`src/rtl/vend_dispense_arbiter_if.sv`:
```
// Panel/dispenser bus for the two-panel vending dispense arbiter.
// The master drives requests and dispenser completion; the slave is the arbiter.
interface vend_dispense_arbiter_if;
  logic [1:0] req;
  logic [1:0] item0;
  logic [1:0] item1;
  logic [3:0] credit0;
  logic [3:0] credit1;
  logic [1:0] grant;
  logic       disp_go;
  logic [1:0] disp_item;
  logic       disp_done;
  logic [1:0] ack;
  logic [1:0] nak;
  logic [3:0] change;
  logic [1:0] state;
  logic       fault;

  modport master (
    output req, item0, item1, credit0, credit1, disp_done,
    input  grant, disp_go, disp_item, ack, nak, change, state, fault
  );

  modport slave (
    input  req, item0, item1, credit0, credit1, disp_done,
    output grant, disp_go, disp_item, ack, nak, change, state, fault
  );
endinterface

```
`src/rtl/vend_dispense_arbiter.sv`:
```
// Round-robin arbiter granting one of two vending panels access to a shared dispenser.
// Optional dispenser watchdog enabled by defining VEND_TIMEOUT_EN.
module vend_dispense_arbiter #(
  parameter logic [3:0]  PRICE0  = 4'd3,
  parameter logic [3:0]  PRICE1  = 4'd5,
  parameter logic [3:0]  PRICE2  = 4'd7,
  parameter logic [3:0]  PRICE3  = 4'd9,
  parameter int unsigned TIMEOUT = 16
) (
  input logic                   clk,
  input logic                   rst,
  vend_dispense_arbiter_if.slave bus
);

  typedef enum logic [1:0] {
    StIdle  = 2'd0,
    StCheck = 2'd1,
    StDisp  = 2'd2,
    StDone  = 2'd3
  } state_e;

  state_e     state_q, state_d;
  logic [1:0] grant_q, grant_d;
  logic       disp_go_q, disp_go_d;
  logic [1:0] disp_item_q, disp_item_d;
  logic [1:0] ack_q, ack_d;
  logic [1:0] nak_q, nak_d;
  logic [3:0] change_q, change_d;
  logic [1:0] item_q, item_d;
  logic [3:0] credit_q, credit_d;
  logic       win_q, win_d;
  logic       prio_q, prio_d;
  logic       win_new;
  logic [3:0] price;

`ifdef VEND_TIMEOUT_EN
  localparam int unsigned CntW = $clog2(TIMEOUT + 1);
  logic [CntW-1:0] cnt_q, cnt_d;
  logic            fault_q, fault_d;
`endif

  always_comb begin
    unique case (item_q)
      2'd0:    price = PRICE0;
      2'd1:    price = PRICE1;
      2'd2:    price = PRICE2;
      default: price = PRICE3;
    endcase
  end

  // A lone requester always wins; on contention the priority pointer decides.
  assign win_new = (bus.req == 2'b10) ? 1'b1 : (bus.req == 2'b01) ? 1'b0 : prio_q;

  always_comb begin
    state_d     = state_q;
    grant_d     = grant_q;
    disp_go_d   = 1'b0;
    disp_item_d = 2'd0;
    ack_d       = 2'b00;
    nak_d       = 2'b00;
    change_d    = 4'd0;
    item_d      = item_q;
    credit_d    = credit_q;
    win_d       = win_q;
    prio_d      = prio_q;
`ifdef VEND_TIMEOUT_EN
    cnt_d       = '0;
    fault_d     = fault_q;
`endif
    unique case (state_q)
      StIdle: begin
        if (bus.req != 2'b00) begin
          win_d    = win_new;
          item_d   = win_new ? bus.item1 : bus.item0;
          credit_d = win_new ? bus.credit1 : bus.credit0;
          grant_d  = win_new ? 2'b10 : 2'b01;
          state_d  = StCheck;
        end
      end
      StCheck: begin
        if (credit_q >= price) begin
          disp_go_d   = 1'b1;
          disp_item_d = item_q;
          state_d     = StDisp;
        end else begin
          nak_d   = win_q ? 2'b10 : 2'b01;
          grant_d = 2'b00;
          prio_d  = ~win_q;
          state_d = StIdle;
        end
      end
      StDisp: begin
        if (bus.disp_done) begin
          ack_d    = win_q ? 2'b10 : 2'b01;
          change_d = credit_q - price;
          prio_d   = ~win_q;
          state_d  = StDone;
        end else begin
          disp_item_d = item_q;
`ifdef VEND_TIMEOUT_EN
          if (cnt_q == CntW'(TIMEOUT - 1)) begin
            nak_d       = win_q ? 2'b10 : 2'b01;
            grant_d     = 2'b00;
            prio_d      = ~win_q;
            fault_d     = 1'b1;
            disp_item_d = 2'd0;
            state_d     = StIdle;
          end else begin
            cnt_d = cnt_q + 1'b1;
          end
`endif
        end
      end
      default: begin
        grant_d = 2'b00;
        state_d = StIdle;
      end
    endcase
  end

  always_ff @(posedge clk) begin
    if (rst) begin
      state_q     <= StIdle;
      grant_q     <= 2'b00;
      disp_go_q   <= 1'b0;
      disp_item_q <= 2'd0;
      ack_q       <= 2'b00;
      nak_q       <= 2'b00;
      change_q    <= 4'd0;
      item_q      <= 2'd0;
      credit_q    <= 4'd0;
      win_q       <= 1'b0;
      prio_q      <= 1'b0;
    end else begin
      state_q     <= state_d;
      grant_q     <= grant_d;
      disp_go_q   <= disp_go_d;
      disp_item_q <= disp_item_d;
      ack_q       <= ack_d;
      nak_q       <= nak_d;
      change_q    <= change_d;
      item_q      <= item_d;
      credit_q    <= credit_d;
      win_q       <= win_d;
      prio_q      <= prio_d;
    end
  end

`ifdef VEND_TIMEOUT_EN
  always_ff @(posedge clk) begin
    if (rst) begin
      cnt_q   <= '0;
      fault_q <= 1'b0;
    end else begin
      cnt_q   <= cnt_d;
      fault_q <= fault_d;
    end
  end

  assign bus.fault = fault_q;
`else
  assign bus.fault = 1'b0;
`endif

  assign bus.grant     = grant_q;
  assign bus.disp_go   = disp_go_q;
  assign bus.disp_item = disp_item_q;
  assign bus.ack       = ack_q;
  assign bus.nak       = nak_q;
  assign bus.change    = change_q;
  assign bus.state     = state_q;

endmodule
```
`src/flat_wrapper.sv`:
```
// flat-port wrapper written by rule: the top's interface ports become plain ports
module vend_dispense_arbiter_flat 
#(
  parameter logic [3:0]  PRICE0  = 4'd3,
  parameter logic [3:0]  PRICE1  = 4'd5,
  parameter logic [3:0]  PRICE2  = 4'd7,
  parameter logic [3:0]  PRICE3  = 4'd9,
  parameter int unsigned TIMEOUT = 16
)
  (clk, rst, bus_req, bus_item0, bus_item1, bus_credit0, bus_credit1, bus_disp_done, bus_grant, bus_disp_go, bus_disp_item, bus_ack, bus_nak, bus_change, bus_state, bus_fault);
  vend_dispense_arbiter_if bus_i ();
  input logic clk;
  input logic rst;
  input wire logic [$bits(bus_i.req)-1:0] bus_req;
  input wire logic [$bits(bus_i.item0)-1:0] bus_item0;
  input wire logic [$bits(bus_i.item1)-1:0] bus_item1;
  input wire logic [$bits(bus_i.credit0)-1:0] bus_credit0;
  input wire logic [$bits(bus_i.credit1)-1:0] bus_credit1;
  input wire logic [$bits(bus_i.disp_done)-1:0] bus_disp_done;
  output wire logic [$bits(bus_i.grant)-1:0] bus_grant;
  output wire logic [$bits(bus_i.disp_go)-1:0] bus_disp_go;
  output wire logic [$bits(bus_i.disp_item)-1:0] bus_disp_item;
  output wire logic [$bits(bus_i.ack)-1:0] bus_ack;
  output wire logic [$bits(bus_i.nak)-1:0] bus_nak;
  output wire logic [$bits(bus_i.change)-1:0] bus_change;
  output wire logic [$bits(bus_i.state)-1:0] bus_state;
  output wire logic [$bits(bus_i.fault)-1:0] bus_fault;
  assign bus_i.req = bus_req;
  assign bus_i.item0 = bus_item0;
  assign bus_i.item1 = bus_item1;
  assign bus_i.credit0 = bus_credit0;
  assign bus_i.credit1 = bus_credit1;
  assign bus_i.disp_done = bus_disp_done;
  assign bus_grant = bus_i.grant;
  assign bus_disp_go = bus_i.disp_go;
  assign bus_disp_item = bus_i.disp_item;
  assign bus_ack = bus_i.ack;
  assign bus_nak = bus_i.nak;
  assign bus_change = bus_i.change;
  assign bus_state = bus_i.state;
  assign bus_fault = bus_i.fault;
  vend_dispense_arbiter #(.PRICE0(PRICE0), .PRICE1(PRICE1), .PRICE2(PRICE2), .PRICE3(PRICE3), .TIMEOUT(TIMEOUT)) u_core (.clk(clk), .rst(rst), .bus(bus_i));
endmodule
```
`config.mk`:
```
export PLATFORM = sky130hd
export DESIGN_NAME = vend_dispense_arbiter_flat
export DESIGN_NICKNAME = d
export VERILOG_FILES = /design/src/rtl/vend_dispense_arbiter_if.sv /design/src/rtl/vend_dispense_arbiter.sv /design/src/flat_wrapper.sv
export SDC_FILE = /design/constraint.sdc
export NUM_CORES = 1
export LEC_CHECK = 0
export BUFFER_PORTS_ARGS = -buffer_cell sky130_fd_sc_hd__buf_2
export CORE_UTILIZATION = 50
export DETAILED_ROUTE_END_ITERATION = 10
export GPL_TIMING_DRIVEN = 0
export HOLD_SLACK_MARGIN = 0.05
export PLACE_DENSITY = 0.77
export REMOVE_ABC_BUFFERS = 1
export SYNTH_ARGS = -nofsm -noshare
export SYNTH_HDL_FRONTEND = slang
export SYNTH_SLANG_ARGS = --single-unit
```
`constraint.sdc`:
```
create_clock -name clk -period 2.7 [get_ports clk]
set_input_delay 0.54 -clock clk [delete_from_list [all_inputs] [get_ports clk]]
set_output_delay 0.54 -clock clk [all_outputs]
set_load 0.1 [all_outputs]
```
Word-level counts from Yosys, hierarchy flattened
Cells that the tools add are included.
Cells by class
  add/sub/neg operators: 1
  magnitude comparators: 1
  equal/unequal tests: 9
  multiplexer cells: 21
  bitwise operators: 4
  reductions and logical operators: 11
Operators by type and width (number)
  two-way mux 2 bit: 10
  case mux 2 bit (3 select lines): 2
  case mux 4 bit (3 select lines): 1
  equality test 2 x 1 -> 1 bit (second input constant): 3
  equality test 2 bit (second input constant): 3
  AND reduction 3 bit: 2
  OR reduction 3 bit: 2
  two-way mux 1 bit: 5
  >= comparator 4 bit: 1
  logical NOT 2 bit: 2
  two-way mux 4 bit: 1
  != test 2 bit (second input constant): 2
  inverter 1 bit: 4
  case mux 2 bit (2 select lines): 1
  AND reduction 2 bit: 2
  nonzero test 2 bit: 2
  subtractor 4 bit: 1
  != test 2 x 1 -> 1 bit (second input constant): 1
  case mux 1 bit (2 select lines): 1
  OR reduction 2 bit: 1
Word-level totals
  register bits: 23
  input bits: 17
  output and inout bits: 16
  logic and storage cells: 58

Logic depth before layout (Yosys ltp)
  word-level depth: 6
  mapped depth: 9
  depth with buffers taken out: 9

Least setup slack after synthesis
Ideal clock, no wire load.
  path type: reg-to-reg
  start point: register u_core.state_q[0] (netlist: u_core.bus.state[0])
  end point: register u_core.state_q[1] (netlist: u_core.bus.state[1])
  setup time: 93 ps
  data arrival time: 2150 ps
  data required time: 2607 ps
  setup slack: 457 ps
  cell stages (with the launch flop): 7
  path buffers: 0
  clock period less this slack: 2243 ps
  cell sequence: dfxtp_1 > inv_1 > ha_1 > nor2b_1 > nor2_1 > a31oi_1 > a311oi_1
On the way
  word-level cells in the longest chain between the ends: 3
  elaborated cells on any way between the ends: 7
  classes of those cells: eq/ne: 4; mux: 1; reduce/logical: 2
Ends and longest elaborated chain
  start, declared: line vend_dispense_arbiter.sv:22  | state_e state_q, state_d;
  start signal, assigned: line vend_dispense_arbiter.sv:123  | state_q <= StIdle;
  start signal, assigned: line vend_dispense_arbiter.sv:135  | state_q <= state_d;
  equality test 2 bit / logical NOT 2 bit (equally long branches): line vend_dispense_arbiter.sv:70  | unique case (state_q)
  != test 2 bit (no line) / != test 2 x 1 -> 1 bit (equally long branches)
  AND reduction 2 bit (no line)
Several ways; a longest one is shown, not always the timed one.
A chain may end at the register's enable or synchronous reset.

Worst setup path after layout
  start point: register u_core.item_q[0]
  end point: register u_core.disp_item_q[0] (netlist: u_core.bus.disp_item[0])
On the way
  word-level cells in the longest chain between the ends: 5
  elaborated cells on any way between the ends: 8
  classes of those cells: order compare: 1; eq/ne: 2; mux: 4; reduce/logical: 1
Ends and longest elaborated chain
  start, declared: line vend_dispense_arbiter.sv:29  | logic [1:0] item_q, item_d;
  start signal, assigned: line vend_dispense_arbiter.sv:142  | item_q <= item_d;
  equality test 2 bit, or another cell as far along: line vend_dispense_arbiter.sv:43  | unique case (item_q)
  case mux 4 bit (3 select lines): line vend_dispense_arbiter.sv:43
  >= comparator 4 bit: line vend_dispense_arbiter.sv:81  | if (credit_q >= price) begin
  two-way mux 2 bit: line vend_dispense_arbiter.sv:81
  case mux 2 bit (2 select lines) (*): line vend_dispense_arbiter.sv:70
  end signal, assigned: line vend_dispense_arbiter.sv:138  | disp_item_q <= disp_item_d;
  end, declared: line vend_dispense_arbiter.sv:25  | logic [1:0] disp_item_q, disp_item_d;
Mark *: on every way between the ends. The rest lies on a longest branch, timed or not.

==> results_dict.tcl <==
set metrics [dict create \
    status "finished clean" \
    fin_tns_setup_ns 0 \
    synth_xor_area_frac 0.0148 \
    antenna_found_initial 0 \
    cp_slowest_cell "fa_1" \
    whs_ns 0.492 \
    dieArea_um2 2560 \
    nets 183 \
    num_vias 921 \
    max_freq_mhz 420 \
    io_buffers 31 \
    htree_levels 1 \
    dp_cells 177 \
    ir_worst_vdd_v 0.000732 \
    core_area_um2 2210 \
    routedWlPerCell_um 11.4 \
    ys_seq_elements 23 \
    worst-path-buf-inv 2 \
    setup_violations 0 \
    cp.required_ns 2.91 \
    synth.area.mux_share 0.0677 \
    drtPass1Iterations 6 \
    ff2ff_setup_slack_ns 0.32 \
    worstHoldStart "u_core.bus.grant[1]$_SDFFE_PP0P_" \
    drt_iter0_markers 6 \
    p_leak_nw 0.644 \
    ys_seq_area_frac 0.389 \
    reg2reg_depth 9 \
    clock_sinks 23 \
    synth_top_family_by_area "compound AO/OA/AOI/OAI gates" \
    final_core_util 0.615 \
    ys.warnings.count 0 \
    cpLargestDelayFamily "compound AO/OA/AOI/OAI gates" \
    netlist_instances 125 \
    r2r-end "u_core.bus.disp_item[0]$_SDFF_PP0_" \
    yosys.area_share.simple 0.146 \
    crit_start "u_core.item_q[0]$_SDFFE_PP0P_" \
    synth-adder-area-share 0.143 \
    initial_utilization 0.535 \
    max_cap_violations 0 \
    path_cells "inv_1 > ha_1 > o21ai_1 > inv_1 > fa_1 > and2b_2 > o21ai_4 > a21oi_1 > nor4b_1" \
    power-per-cell-area_nw_per_um2 1260 \
    syn2layout_area_growth_pct 15.0 \
    grt_use_total 0.187 \
    worst_path_largest_cell_delay_ns 0.40 \
    overflow 0 \
    drc_errors 0 \
    wl_um 2060 \
    clock-root-buffer "clkbuf_4" \
    die_w_um 50.6 \
    hold_class "reg2reg" \
    cpMostUsedCell "inv_1" \
    fin_crit_sh 0.881 \
    grt_start_max_net_pins 21 \
    viasPerCell 5.09 \
    dp_slack_ns 0.200 \
    n_antenna_cell 0 \
    ant_nets 0 \
    die_h_um 50.6 \
    avgSynthCellArea_um2 9.46 \
    cp-endpoint "u_core.bus.disp_item[0]$_SDFF_PP0_" \
    cts_buffer_depth 2 \
    path_depth 9 \
    clock_skew_ns 0.00501 \
    fillers 215 \
    r2r_start "u_core.item_q[0]$_SDFFE_PP0P_" \
    cp-start-kind "flop" \
    arrival_ns 2.59 \
    clk_pin_slew_ns 0.13 \
    synth_compound_area_frac 0.164 \
    fin_crit_ns 2.38 \
    cp_max_fo 8 \
    place.gp.congestion 0.782 \
    hold_buffers 0 \
    critPathKind "reg2reg" \
    dp_hpwl_um 1610 \
    netlist-cell-type-count 34 \
    setup_slack_ns 0.321 \
    slew_violations 0 \
    final_layout_size_suffix_gt1_frac 0.268 \
    syn_area_um2 1180 \
    grt_setup_unrepaired "no" \
    crit_path_end_kind "flop" \
    rows 17 \
    hold_violations 0 \
    cts_tree "built" \
    grt_pass1_vias 917 \
    instances_no_fill 181 \
    clk_latency_ns 0.31 \
    io_pins 33 \
    grt_first_pass_wirelength_um 3620 \
    cts_buffers 3 \
]
==> stage by stage <==
stage	total power, mW	area (um2)
floorplan	1.38	1140
CTS	1.72	1360
global placement	1.52	1330
global route	1.84	1360
finish	1.71	1360
detailed placement	1.56	1330
==> cells in the mapped netlist <==
cell | instances | area share
a211o_1 | 1 | 0.0074
a211oi_1 | 7 | 0.044
a21o_1 | 1 | 0.0064
a21oi_1 | 3 | 0.013
a21oi_4 | 1 | 0.014
a221oi_2 | 1 | 0.013
a311oi_1 | 1 | 0.0074
a31oi_1 | 1 | 0.0053
and2b_2 | 1 | 0.0074
buf_2 | 1 | 0.0042
buf_4 | 1 | 0.0064
buf_6 | 1 | 0.0095
clkbuf_1 | 3 | 0.0095
clkbuf_2 | 1 | 0.0042
conb_1 | 1 | 0.0032
dfxtp_1 | 23 | 0.39
fa_1 | 1 | 0.017
ha_1 | 11 | 0.12
inv_1 | 12 | 0.038
maj3_2 | 1 | 0.0095
mux2i_1 | 8 | 0.068
nand2_1 | 3 | 0.0095
nand2b_1 | 3 | 0.016
nor2_1 | 21 | 0.067
nor2b_1 | 1 | 0.0053
nor3b_1 | 1 | 0.0064
nor4b_1 | 4 | 0.030
o21a_1 | 1 | 0.0064
o21ai_0 | 3 | 0.013
o21ai_4 | 1 | 0.014
o21bai_1 | 1 | 0.0064
o32ai_1 | 2 | 0.015
or2_2 | 1 | 0.0053
xor2_1 | 2 | 0.015
==> cell usage in the layout, fill, tap and decap left out, types with 3 or more instances in the layout <==
cell type | synthesis | final
dfxtp_1 | 23 | 23
mux2i_1 | 8 | 8
nor2_1 | 21 | 21
inv_1 | 12 | 12
nor4b_1 | 4 | 4
buf_2 | 1 | 31
clkbuf_4 | 0 | 3
nand2b_1 | 3 | 3
a21oi_1 | 3 | 3
a211oi_1 | 7 | 7
nand2_1 | 3 | 3
ha_1 | 11 | 11
==> worst min path at each step <==
stage               depth (start not counted)                          endpoint
CTS                                         2  u_core.bus.grant[1]$_SDFFE_PP0P_
detailed placement                          2  u_core.bus.grant[1]$_SDFFE_PP0P_
global route                                2  u_core.bus.grant[1]$_SDFFE_PP0P_
global placement                            2  u_core.bus.grant[1]$_SDFFE_PP0P_
floorplan                                   1   u_core.bus.change[0]$_SDFF_PP0_
finish                                      2  u_core.bus.grant[1]$_SDFFE_PP0P_
==> state kept, by name, indices dropped and copies added (netlist names) <==
name,cells
u_core.bus.grant,2
u_core.credit_q,4
u_core.bus.nak,2
u_core.prio_q,1
u_core.win_q,1
u_core.bus.change,4
u_core.bus.ack,2
u_core.bus.state,2
u_core.bus.disp_go,1
u_core.bus.disp_item,2
u_core.item_q,2
==> power breakdown <==
group          total [mW]  leakage (nW)  switching [mW]  internal (mW)
clock network       0.159        0.0177           0.103         0.0553
registers           0.497         0.188          0.0703          0.426
logic                1.05         0.438           0.718          0.336
total                1.71         0.644           0.892          0.818
==> routing by layer <==
| layer | track usage | vias to the layer above | part of all wire |
|---|---|---|---|
| met3 | 0.0303 | 5 | 0.043 |
| met5 | 0 | - | 0 |
| met4 | 0.0556 | 0 | 0.015 |
| li1 | - | 476 | - |
| met2 | 0.356 | 23 | 0.51 |
| met1 | 0.209 | 417 | 0.44 |
==> worst register-to-register path, stage by stage, from the launching register on <==
cell and delay (ns):
dfxtp_1 0.38, inv_1 0.08, ha_1 0.20, o21ai_1 0.23
inv_1 0.08, fa_1 0.40, and2b_2 0.23, o21ai_4 0.27
a21oi_1 0.14, nor4b_1 0.29
==> logic make-up (layout without fill, tap and decap cells) <==
| logic type | count (synthesis) | in the layout |
|---|---|---|
| other | 1 | 1 |
| xor gates and xnor gates | 2 | 2 |
| adders and majority gates | 13 | 13 |
| DFF | 23 | 23 |
| buffers and inverters | 19 | 47 |
| and+or+nand+nor | 35 | 35 |
| muxes | 8 | 8 |
| AOI/OAI and AO/OA | 24 | 24 |
==> area by class of cell <==
| cell class | count | area (um2) | share of cell area |
|---|---|---|---|
| clock buffers | 3 | 22.5 | 0.0166 |
| flip-flops and latches | 23 | 460 | 0.339 |
| multi-input cells | 83 | 637 | 0.468 |
| well taps | 28 | 35.0 | 0.0258 |
| repair buffers | 31 | 155 | 0.114 |
| inverters | 12 | 45.0 | 0.0331 |
| clock inverters | 1 | 5.00 | 0.00368 |
==> repair_timing <==
item	CTS	global route
resized for setup	0	1
setup buffers	0	0
endpoints found under the hold margin	0	0
endpoints found under the setup margin	0	1
Note: power is estimated with default switching activity, not from simulation.
